--- src/rtl/program_sequencer_if.sv ---
// Bundle between the control unit and the program sequencer: the control unit drives
// the pc function select, the operand and stall, and receives the pc and RAS status.
interface program_sequencer_if #(
  parameter int W         = 64,
  parameter int RAS_DEPTH = 8
);
  localparam int CW = $clog2(RAS_DEPTH) + 1;

  logic [2:0]    ps;
  logic [W-1:0]  in;
  logic          stall;
  logic [W-1:0]  pc;
  logic [W-1:0]  pc_seq;
  logic [CW-1:0] ras_count;
  logic          ras_empty;
  logic          ras_full;
  logic          ras_ovf;
  logic          ras_unf;

  modport master (
    output ps, in, stall,
    input  pc, pc_seq, ras_count, ras_empty, ras_full, ras_ovf, ras_unf
  );

  modport slave (
    input  ps, in, stall,
    output pc, pc_seq, ras_count, ras_empty, ras_full, ras_ovf, ras_unf
  );
endinterface

--- src/rtl/program_sequencer.sv ---
// Program counter with sequential/jump/branch/call/return functions and a circular
// return-address stack that overwrites its oldest entry on overflow.
module program_sequencer #(
  parameter int             W         = 64,
  parameter int             STEP      = 4,
  parameter int             SHIFT     = 2,
  parameter logic [W-1:0]   RESET_VEC = '0,
  parameter int             RAS_DEPTH = 8
) (
  input  logic                 clock,
  input  logic                 reset,
  program_sequencer_if.slave   bus
);
  localparam int PTR_W = $clog2(RAS_DEPTH);
  localparam int CW    = PTR_W + 1;
  localparam logic [W-1:0]  STEP_W  = W'(STEP);
  localparam logic [CW-1:0] DEPTH_C = CW'(RAS_DEPTH);

  logic [W-1:0]     pc_reg, pc_next;
  logic [W-1:0]     pc_seq;
  logic [W-1:0]     offset;
  logic [W-1:0]     ras_top;
  logic [PTR_W-1:0] ptr_reg, ptr_next;
  logic [CW-1:0]    count_reg, count_next;
  logic             ovf_reg, ovf_next;
  logic             unf_reg, unf_next;
  logic             push;
  logic             ras_empty, ras_full;
  logic [W-1:0]     ras_mem [RAS_DEPTH];

  assign pc_seq    = pc_reg + STEP_W;
  assign offset    = bus.in << SHIFT;
  assign ras_top   = ras_mem[ptr_reg - PTR_W'(1)];
  assign ras_empty = (count_reg == '0);
  assign ras_full  = (count_reg == DEPTH_C);

  always_comb begin
    pc_next    = pc_reg;
    ptr_next   = ptr_reg;
    count_next = count_reg;
    ovf_next   = 1'b0;
    unf_next   = 1'b0;
    push       = 1'b0;
    if (!bus.stall) begin
      unique case (bus.ps)
        3'b000: begin
          pc_next = pc_reg;
        end
        3'b001, 3'b111: begin
          pc_next = pc_seq;
        end
        3'b010: begin
          pc_next = bus.in;
        end
        3'b011: begin
          pc_next = pc_reg + offset;
        end
        3'b100, 3'b101: begin
          push     = 1'b1;
          pc_next  = bus.ps[0] ? (pc_reg + offset) : bus.in;
          ptr_next = ptr_reg + PTR_W'(1);
          // A full stack keeps its count; the write lands on the oldest slot.
          if (ras_full) ovf_next = 1'b1;
          else          count_next = count_reg + CW'(1);
        end
        3'b110: begin
          if (ras_empty) begin
            pc_next  = bus.in;
            unf_next = 1'b1;
          end else begin
            pc_next    = ras_top;
            ptr_next   = ptr_reg - PTR_W'(1);
            count_next = count_reg - CW'(1);
          end
        end
        default: begin
          pc_next = pc_seq;
        end
      endcase
    end
  end

  always_ff @(posedge clock) begin
    if (reset) begin
      pc_reg    <= RESET_VEC;
      ptr_reg   <= '0;
      count_reg <= '0;
      ovf_reg   <= 1'b0;
      unf_reg   <= 1'b0;
    end else begin
      pc_reg    <= pc_next;
      ptr_reg   <= ptr_next;
      count_reg <= count_next;
      ovf_reg   <= ovf_next;
      unf_reg   <= unf_next;
    end
  end

  // Stack storage needs no reset; only the pointer and count define validity.
  always_ff @(posedge clock) begin
    if (!reset && push) ras_mem[ptr_reg] <= pc_seq;
  end

  assign bus.pc        = pc_reg;
  assign bus.pc_seq    = pc_seq;
  assign bus.ras_count = count_reg;
  assign bus.ras_empty = ras_empty;
  assign bus.ras_full  = ras_full;
  assign bus.ras_ovf   = ovf_reg;
  assign bus.ras_unf   = unf_reg;
endmodule
--- src/flat_wrapper.sv ---
// flat-port wrapper written by rule: the top's interface ports become plain ports
module program_sequencer_flat 
#(
  parameter int             W         = 64,
  parameter int             STEP      = 4,
  parameter int             SHIFT     = 2,
  parameter logic [W-1:0]   RESET_VEC = '0,
  parameter int             RAS_DEPTH = 8
)
  (clock, reset, bus_ps, bus_in, bus_stall, bus_pc, bus_pc_seq, bus_ras_count, bus_ras_empty, bus_ras_full, bus_ras_ovf, bus_ras_unf);
  program_sequencer_if #(.W(W), .RAS_DEPTH(RAS_DEPTH)) bus_i ();
  input  logic clock;
  input  logic reset;
  input wire logic [$bits(bus_i.ps)-1:0] bus_ps;
  input wire logic [$bits(bus_i.in)-1:0] bus_in;
  input wire logic [$bits(bus_i.stall)-1:0] bus_stall;
  output wire logic [$bits(bus_i.pc)-1:0] bus_pc;
  output wire logic [$bits(bus_i.pc_seq)-1:0] bus_pc_seq;
  output wire logic [$bits(bus_i.ras_count)-1:0] bus_ras_count;
  output wire logic [$bits(bus_i.ras_empty)-1:0] bus_ras_empty;
  output wire logic [$bits(bus_i.ras_full)-1:0] bus_ras_full;
  output wire logic [$bits(bus_i.ras_ovf)-1:0] bus_ras_ovf;
  output wire logic [$bits(bus_i.ras_unf)-1:0] bus_ras_unf;
  assign bus_i.ps = bus_ps;
  assign bus_i.in = bus_in;
  assign bus_i.stall = bus_stall;
  assign bus_pc = bus_i.pc;
  assign bus_pc_seq = bus_i.pc_seq;
  assign bus_ras_count = bus_i.ras_count;
  assign bus_ras_empty = bus_i.ras_empty;
  assign bus_ras_full = bus_i.ras_full;
  assign bus_ras_ovf = bus_i.ras_ovf;
  assign bus_ras_unf = bus_i.ras_unf;
  program_sequencer #(.W(W), .STEP(STEP), .SHIFT(SHIFT), .RESET_VEC(RESET_VEC), .RAS_DEPTH(RAS_DEPTH)) u_core (.clock(clock), .reset(reset), .bus(bus_i));
endmodule
--- config.mk ---
export PLATFORM = sky130hd
export DESIGN_NAME = program_sequencer_flat
export DESIGN_NICKNAME = d
export VERILOG_FILES = /design/src/rtl/program_sequencer_if.sv /design/src/rtl/program_sequencer.sv /design/src/flat_wrapper.sv
export SDC_FILE = /design/constraint.sdc
export NUM_CORES = 1
export LEC_CHECK = 0
export ABC_AREA = 1
export CAP_MARGIN = 20
export CORE_MARGIN = 5
export CORE_UTILIZATION = 40
export DETAILED_ROUTE_END_ITERATION = 7
export GPL_ROUTABILITY_DRIVEN = 0
export GPL_TIMING_DRIVEN = 0
export SLEW_MARGIN = 20
export SYNTH_ARGS = -nofsm -noshare
export SYNTH_HDL_FRONTEND = slang
export SYNTH_SLANG_ARGS = --single-unit
--- constraint.sdc ---
create_clock -name clock -period 14.32 [get_ports clock]
set_input_delay 4.296 -clock clock [delete_from_list [all_inputs] [get_ports clock]]
set_output_delay 4.296 -clock clock [all_outputs]
set_load 0.005 [all_outputs]
Word level (Yosys, flattened, before mapping):

Memories as Yosys holds them, arrays and structs flattened.
Index checks and enable logic that the tools add are counted.

* register bits after elaboration: 73
* bits in latches: 0
* RAM bits: 512
* bits in read-only memories: 0
* bits of input ports: 70
* output and inout bits: 136
* logic and storage cells: 52
* memories kept: 1

* add/sub/neg operators: 6
* multipliers: 0
* divide/modulo/power cells: 0
* order comparisons: 0
* equality and inequality tests: 10
* shifts and indexed selects: 0
* multiplexer cells: 14
* bitwise logic cells: 4
* reduce and logical (&&, ||, !) cells: 12

Memories
* u_core.ras_mem: depth 8, bits a word 64, rd ports 1, clocked after Yosys merged registers in 0, write ports 1, RTL line program_sequencer.sv:29 `logic [W-1:0] ras_mem [RAS_DEPTH];`

Operator list (count)
* case mux 64 bit (5 select lines): 1
* two-way mux 64 bit: 2
* adder 64 x 3 -> 64 bit, second input constant: 1
* adder 64 bit: 1
* equality test 3 bit, second input constant: 4
* two-way mux 4 bit: 2
* case mux 4 bit (2 select lines): 1
* equality test 3 x 2 -> 1 bit, second input constant: 2
* two-way mux 1 bit: 6
* case mux 3 bit (2 select lines): 1
* OR reduction 3 bit: 2
* adder 4 x 1 -> 4 bit, second input constant: 1
* equality test 4 bit, second input constant: 1
* zero test 4 bit: 1
* inequality test 2 bit, second input constant: 2
* inverter 1 bit: 4
* AND reduction 4 bit: 1
* OR reduction 2 bit: 2
* subtractor 4 x 1 -> 4 bit, second input constant: 1
* adder 3 x 1 -> 3 bit, second input constant: 1
* equality test 3 x 1 -> 1 bit, second input constant: 1
* zero test 3 bit: 1
* two-way mux 3 bit: 1
* AND reduction 3 bit: 1
* 5 further kinds: 5

Logic depth before layout (Yosys ltp):

Gate-level depths: netlist (run 1).

* word-level depth: 7
* depth in mapped cells: 19
* gate-level depth less buffers: 19

Least setup slack after synthesis (run 1):

OpenSTA, ideal clock, no wires.

* path kind: input-to-reg
* start point: input port bus_ps[2]
* end point: memory u_core.ras_mem[1][0], enable pin
* setup time: 0.486 ns
* arrival time: 7.551 ns
* required time: 13.834 ns
* setup slack: 6.283 ns
* cell stages on the path: 6
* path buffers: 0
* path through: inv_2 -> nor2_2 -> inv_2 -> nor3_1 -> nand2_1 -> nor2_1

* longest elaborated chain between the ends: 7
* elaborated cells between the ends (all ways): 8
* classes of those cells: eq/ne: 2; mux: 4; reduce/logical: 2

Ends and longest elaborated chain
* from (decl): RTL line flat_wrapper.sv:14 `input wire logic [$bits(bus_i.ps)-1:0] bus_ps;`
* equality test 3 bit: RTL line program_sequencer.sv:45 `unique case (bus.ps)`
* OR reduction 2 bit *: RTL line program_sequencer.sv:45
* two-way mux 1 bit *: RTL line program_sequencer.sv:45
* two-way mux 1 bit *: RTL line program_sequencer.sv:44 `if (!bus.stall) begin`
* logical AND 1 bit *: RTL line program_sequencer.sv:101 `if (!reset && push) ras_mem[ptr_reg] <= pc_seq;`
* two-way mux 1 bit *: RTL line program_sequencer.sv:101
* two-way mux 1 bit (implied by the code) *: RTL line program_sequencer.sv:101
* to (decl): RTL line program_sequencer.sv:29

Mark *: on every way between the ends. The rest lies on a longest branch, timed or not.

Final worst setup path (run 1):

* start point: register u_core.pc_reg[2], in the netlist u_core.bus.pc[2]
* end point: output port bus_pc_seq[50]

* longest elaborated chain between the ends: 1

Ends and longest elaborated chain
* from (decl): RTL line program_sequencer.sv:19 `logic [W-1:0] pc_reg, pc_next;`
* from (signal assigned): RTL line program_sequencer.sv:91 `pc_reg <= pc_next;`
* adder 64 x 3 -> 64 bit: RTL line program_sequencer.sv:31 `assign pc_seq = pc_reg + STEP_W;`
* to (decl): RTL line flat_wrapper.sv:18 `output wire logic [$bits(bus_i.pc_seq)-1:0] bus_pc_seq;`

No other way between the ends.

==> metrics.txt, run 1 <==
Syn Std Cell Area=just over 0.03 mm2; initial antenna violation count=5; clk_skew=about 0.023 ns; r2r endpoint=u_core.bus.pc[4]; Leak Pwr=about 14 nW; number of global-route vias before repair=between 20k and 30k; GRT Util Overall=between 20 and 30%; vias per inst=5.82; routed len/inst=between 20 and 30 um; fraction of layout cells with a size suffix above 1=under 10%; DIE AREA=approximately 0.084 mm2; post-synth top area share=between 40% and 50%; Hold Path Sink=u_core.bus.ras_count[3]; Synth area leader=edfxtp_1; antenna-violating nets left=0; cell-internal power=a little under 3 mW; hpwl dp=99.6 mm; Comb pwr share=around a fifth; Worst Setup Start Kind=flip-flop; Yosys reg bits=585; critical path required time=10.02 ns; core area=just under 0.08 mm2; P per Cell Area=roughly 110 mW/mm2; Post-synth top flop=edfxtp_1; GR Util met2=44.6%; Die H=slightly below 300 um; Least-Margin Pin Slew=approximately 1.2 ns; cell with the most instances after synthesis=nand2_1; Final setup viols=0; Max Buffers Root-to-Sink=3; clock network fraction of total power=approximately 36%; residual DRC count=0; Final WS setup=between 5 and 6 ns; Starting Density=40.3%; postcts setup bufs=0; Final Max Tran Viols=0; Net Sw Frac=~29%; Worst Path Class, Setup=reg -> out; RSZ-0062 raised after global routing=no; CP Capture Type=primary output; Synthesized Nets=roughly 3.7k; final wirelength=between 100 and 150 mm; clock buffer count from CTS=57; first-pass GRT wire length=180 mm; Rows=between 100 and 150; worst min-delay path class=reg -> reg; R2R cell count=14; CTS Hold Buffers Added=0; fin crit period=9.03 ns; # nets final=approximately 3.9k; max FFs per register=just over 500; number of synthesized flops with an enable pin=~510; fmax=~110 MHz; final hold vios=0; synth top area cells=edfxtp_1 49%, nand2_1 9.2%, nor2_1 5.5%; CP delay by family, top=simple AND/OR/NAND/NOR gates; switching power=1.24 mW; Top Usage Layer GRT=met2; Fillers=7,482; Cell variety after synth=53; commonest cells in the netlist=763 x nand2_1, 512 x edfxtp_1, 455 x nor2_1; Ports=slightly above 200; I/O Buffers=between 200 and 250; Die W=289 um; final period utilization=a little over three fifths; DP Worst Slack=6.14 ns; register area share after synthesis=54.0%; Hold Path Cell Cnt=1; CP bufs+invs=1; CP Cell Sequence=ha_1 -> nand2_1 -> nor2_2 -> nand2_4 -> nor2_1 -> nand3_1 -> xor2_1 -> clkdlybuf4s50_1; grt met1 use=roughly 40%; Worst-Skew Late Latency=roughly 0.63 ns; drt pass-1 iters=6; Sink Count=roughly 600; DR iter-0 viols=around 4.3k; Worst-path clk slew=roughly 0.060 ns; Cells after Synth=roughly 3.5k; Reg-to-Reg Start=u_core.ptr_reg[0]; GR Overflow Total=0; Slew HR=18.7%; Root Buffer=clkbuf_16; Synth Area per Inst=just under 9 um2; worst-path maximum fanout=10; met3 Usage GRT=~8.5%; ys async rst share=0%; total power=about 4.2 mW; Layout area overhead=18.9%; Hold Crit Start=u_core.bus.ras_count[3]; critical-path cell with the highest stage delay=xor2_1; Largest stage delay, worst path=0.97 ns; Arr. time, crit path=~4.7 ns; reg-to-reg slack, setup=roughly 9.4 ns; MaxCap Viol Count=0; via count=between 20k and 30k; peak supply drop=approximately 94 uV; pin count of the biggest net entering global routing=24; status=completed; H-tree levels=2; synthesis warning total=0; CTS tree=built; post-CTS sizing=0; Post-Route Setup TNS=0 ns; Seq pwr share=45.7%
==> metal layers <==
metal / vias up / routed length [um]
li1: 12733 / -
met3: 237 / 16600
met5: - / 13
met2: 1926 / 55900
met1: 13516 / 50700
met4: 2 / 5650
==> through the flow <==
stage               utilization (%)  cells  cell area (um2)  hold WS, ns
floorplan                         -   3512            31200        0.470
global placement               44.6   4756            34500        0.479
detailed placement             45.5   4781            35200        0.488
CTS                            47.9   4885            37000        0.505
global route                   47.9   4885            37100        0.559
finish                         47.9   4886            37100        0.498
==> layout make-up <==
cell class                      count  area (um2)  share of cell area (%)
Timing Repair Buffer              229        2630                    7.09
Multi-Input combinational cell   2416       12500                    33.7
Tap cell                         1040        1300                    3.51
Antenna cell                        1        2.50                 0.00675
Buffer                            151         637                    1.72
Sequential cell                   585       16800                    45.4
Clock buffer                       75        1550                    4.17
Clock inverter                     29         274                   0.739
Inverter                          360        1350                    3.64
==> worst max path at each step <==
stage | cells past startpoint | from | to | slack (ns)
2_1_floorplan | 6 | bus_ps[2] | u_core.ras_mem[1][0] | 6.28
3_3_place_gp | 7 | bus_ps[2] | u_core.ras_mem[3][50] | 2.13
3_5_place_dp | 8 | u_core.bus.pc[2] | bus_pc_seq[50] | 6.14
4_1_cts | 8 | u_core.bus.pc[2] | bus_pc_seq[50] | 5.48
5_1_grt | 8 | u_core.bus.pc[2] | bus_pc_seq[50] | 5.27
6_report | 8 | u_core.bus.pc[2] | bus_pc_seq[50] | 5.29
==> power groups by stage <==
| stage | registers (mW) | logic (mW) | clock network [mW] |
|---|---|---|---|
| global route | 1.92 | 0.834 | 1.58 |
| detailed placement | 1.96 | 0.760 | 0 |
| global placement | 1.96 | 0.750 | 0 |
| CTS | 1.92 | 0.763 | 1.51 |
| finish | 1.92 | 0.782 | 1.50 |
| floorplan | 1.94 | 0.412 | 0 |
==> worst register-to-register path: cells and delay by family (launching register included) <==
family                     cells  cell delay [ns]
AOI/OAI and AO/OA              4             0.77
xor gates and xnor gates       1             0.14
adders and majority gates      1             0.21
buffers and inverters          7             3.08
DFF                            1             0.31
and+or+nand+nor                1             0.32
==> cells by family after synthesis <==
family          share of synthesized area, %
compound gates                          13.9
xor+xnor                                1.75
fa+ha+maj                               2.78
buf+inv                                 6.38
flops                                   54.0
simple gates                            21.2
==> layout by cell type, fill, tap and decap left out, types with 6 or more instances in the layout <==
cell type / instances
a31oi_1: 32
nor3_2: 12
nor2_1: 447
a21oi_1: 173
nor2_4: 16
dfxtp_1: 73
xor2_2: 10
buf_12: 11
o21ai_0: 311
clkbuf_1: 105
clkinv_1: 17
nand2_2: 9
nand4_1: 31
buf_16: 13
o211ai_1: 21
nand2_1: 763
edfxtp_1: 512
inv_2: 31
xnor2_1: 14
or2_1: 7
inv_1: 323
nor4_1: 6
o221ai_1: 119
nand3b_1: 12
o21bai_1: 17
clkbuf_16: 57
o22ai_1: 12
xor2_1: 30
clkinv_2: 8
buf_2: 50
o21ai_1: 37
clkdlybuf4s50_1: 204
nor2_2: 12
nand3_1: 168
or2_2: 6
ha_1: 66
nor3_1: 44
No activity file was read; power rests on OpenSTA's default activity.
==> run 2: changes to the inputs <==
==> constraint.sdc (replaced) <==
create_clock -name clock -period 8.55 [get_ports clock]
set_input_delay 2.565 -clock clock [delete_from_list [all_inputs] [get_ports clock]]
set_output_delay 2.565 -clock clock [all_outputs]
set_load 0.005 [all_outputs]
==> results of run 2 <==
The final DEF is identical to that of run 1. Status: completed.
Main changes from that run: setup slack after placement 6.14 ns -> 2.10 ns; setup slack after layout 5.29 ns -> 1.25 ns; register-to-register setup slack 9.36 ns -> 3.59 ns; total power 4.21 mW -> 7.05 mW; worst IR drop on VDD 93.9 uV -> 157 uV
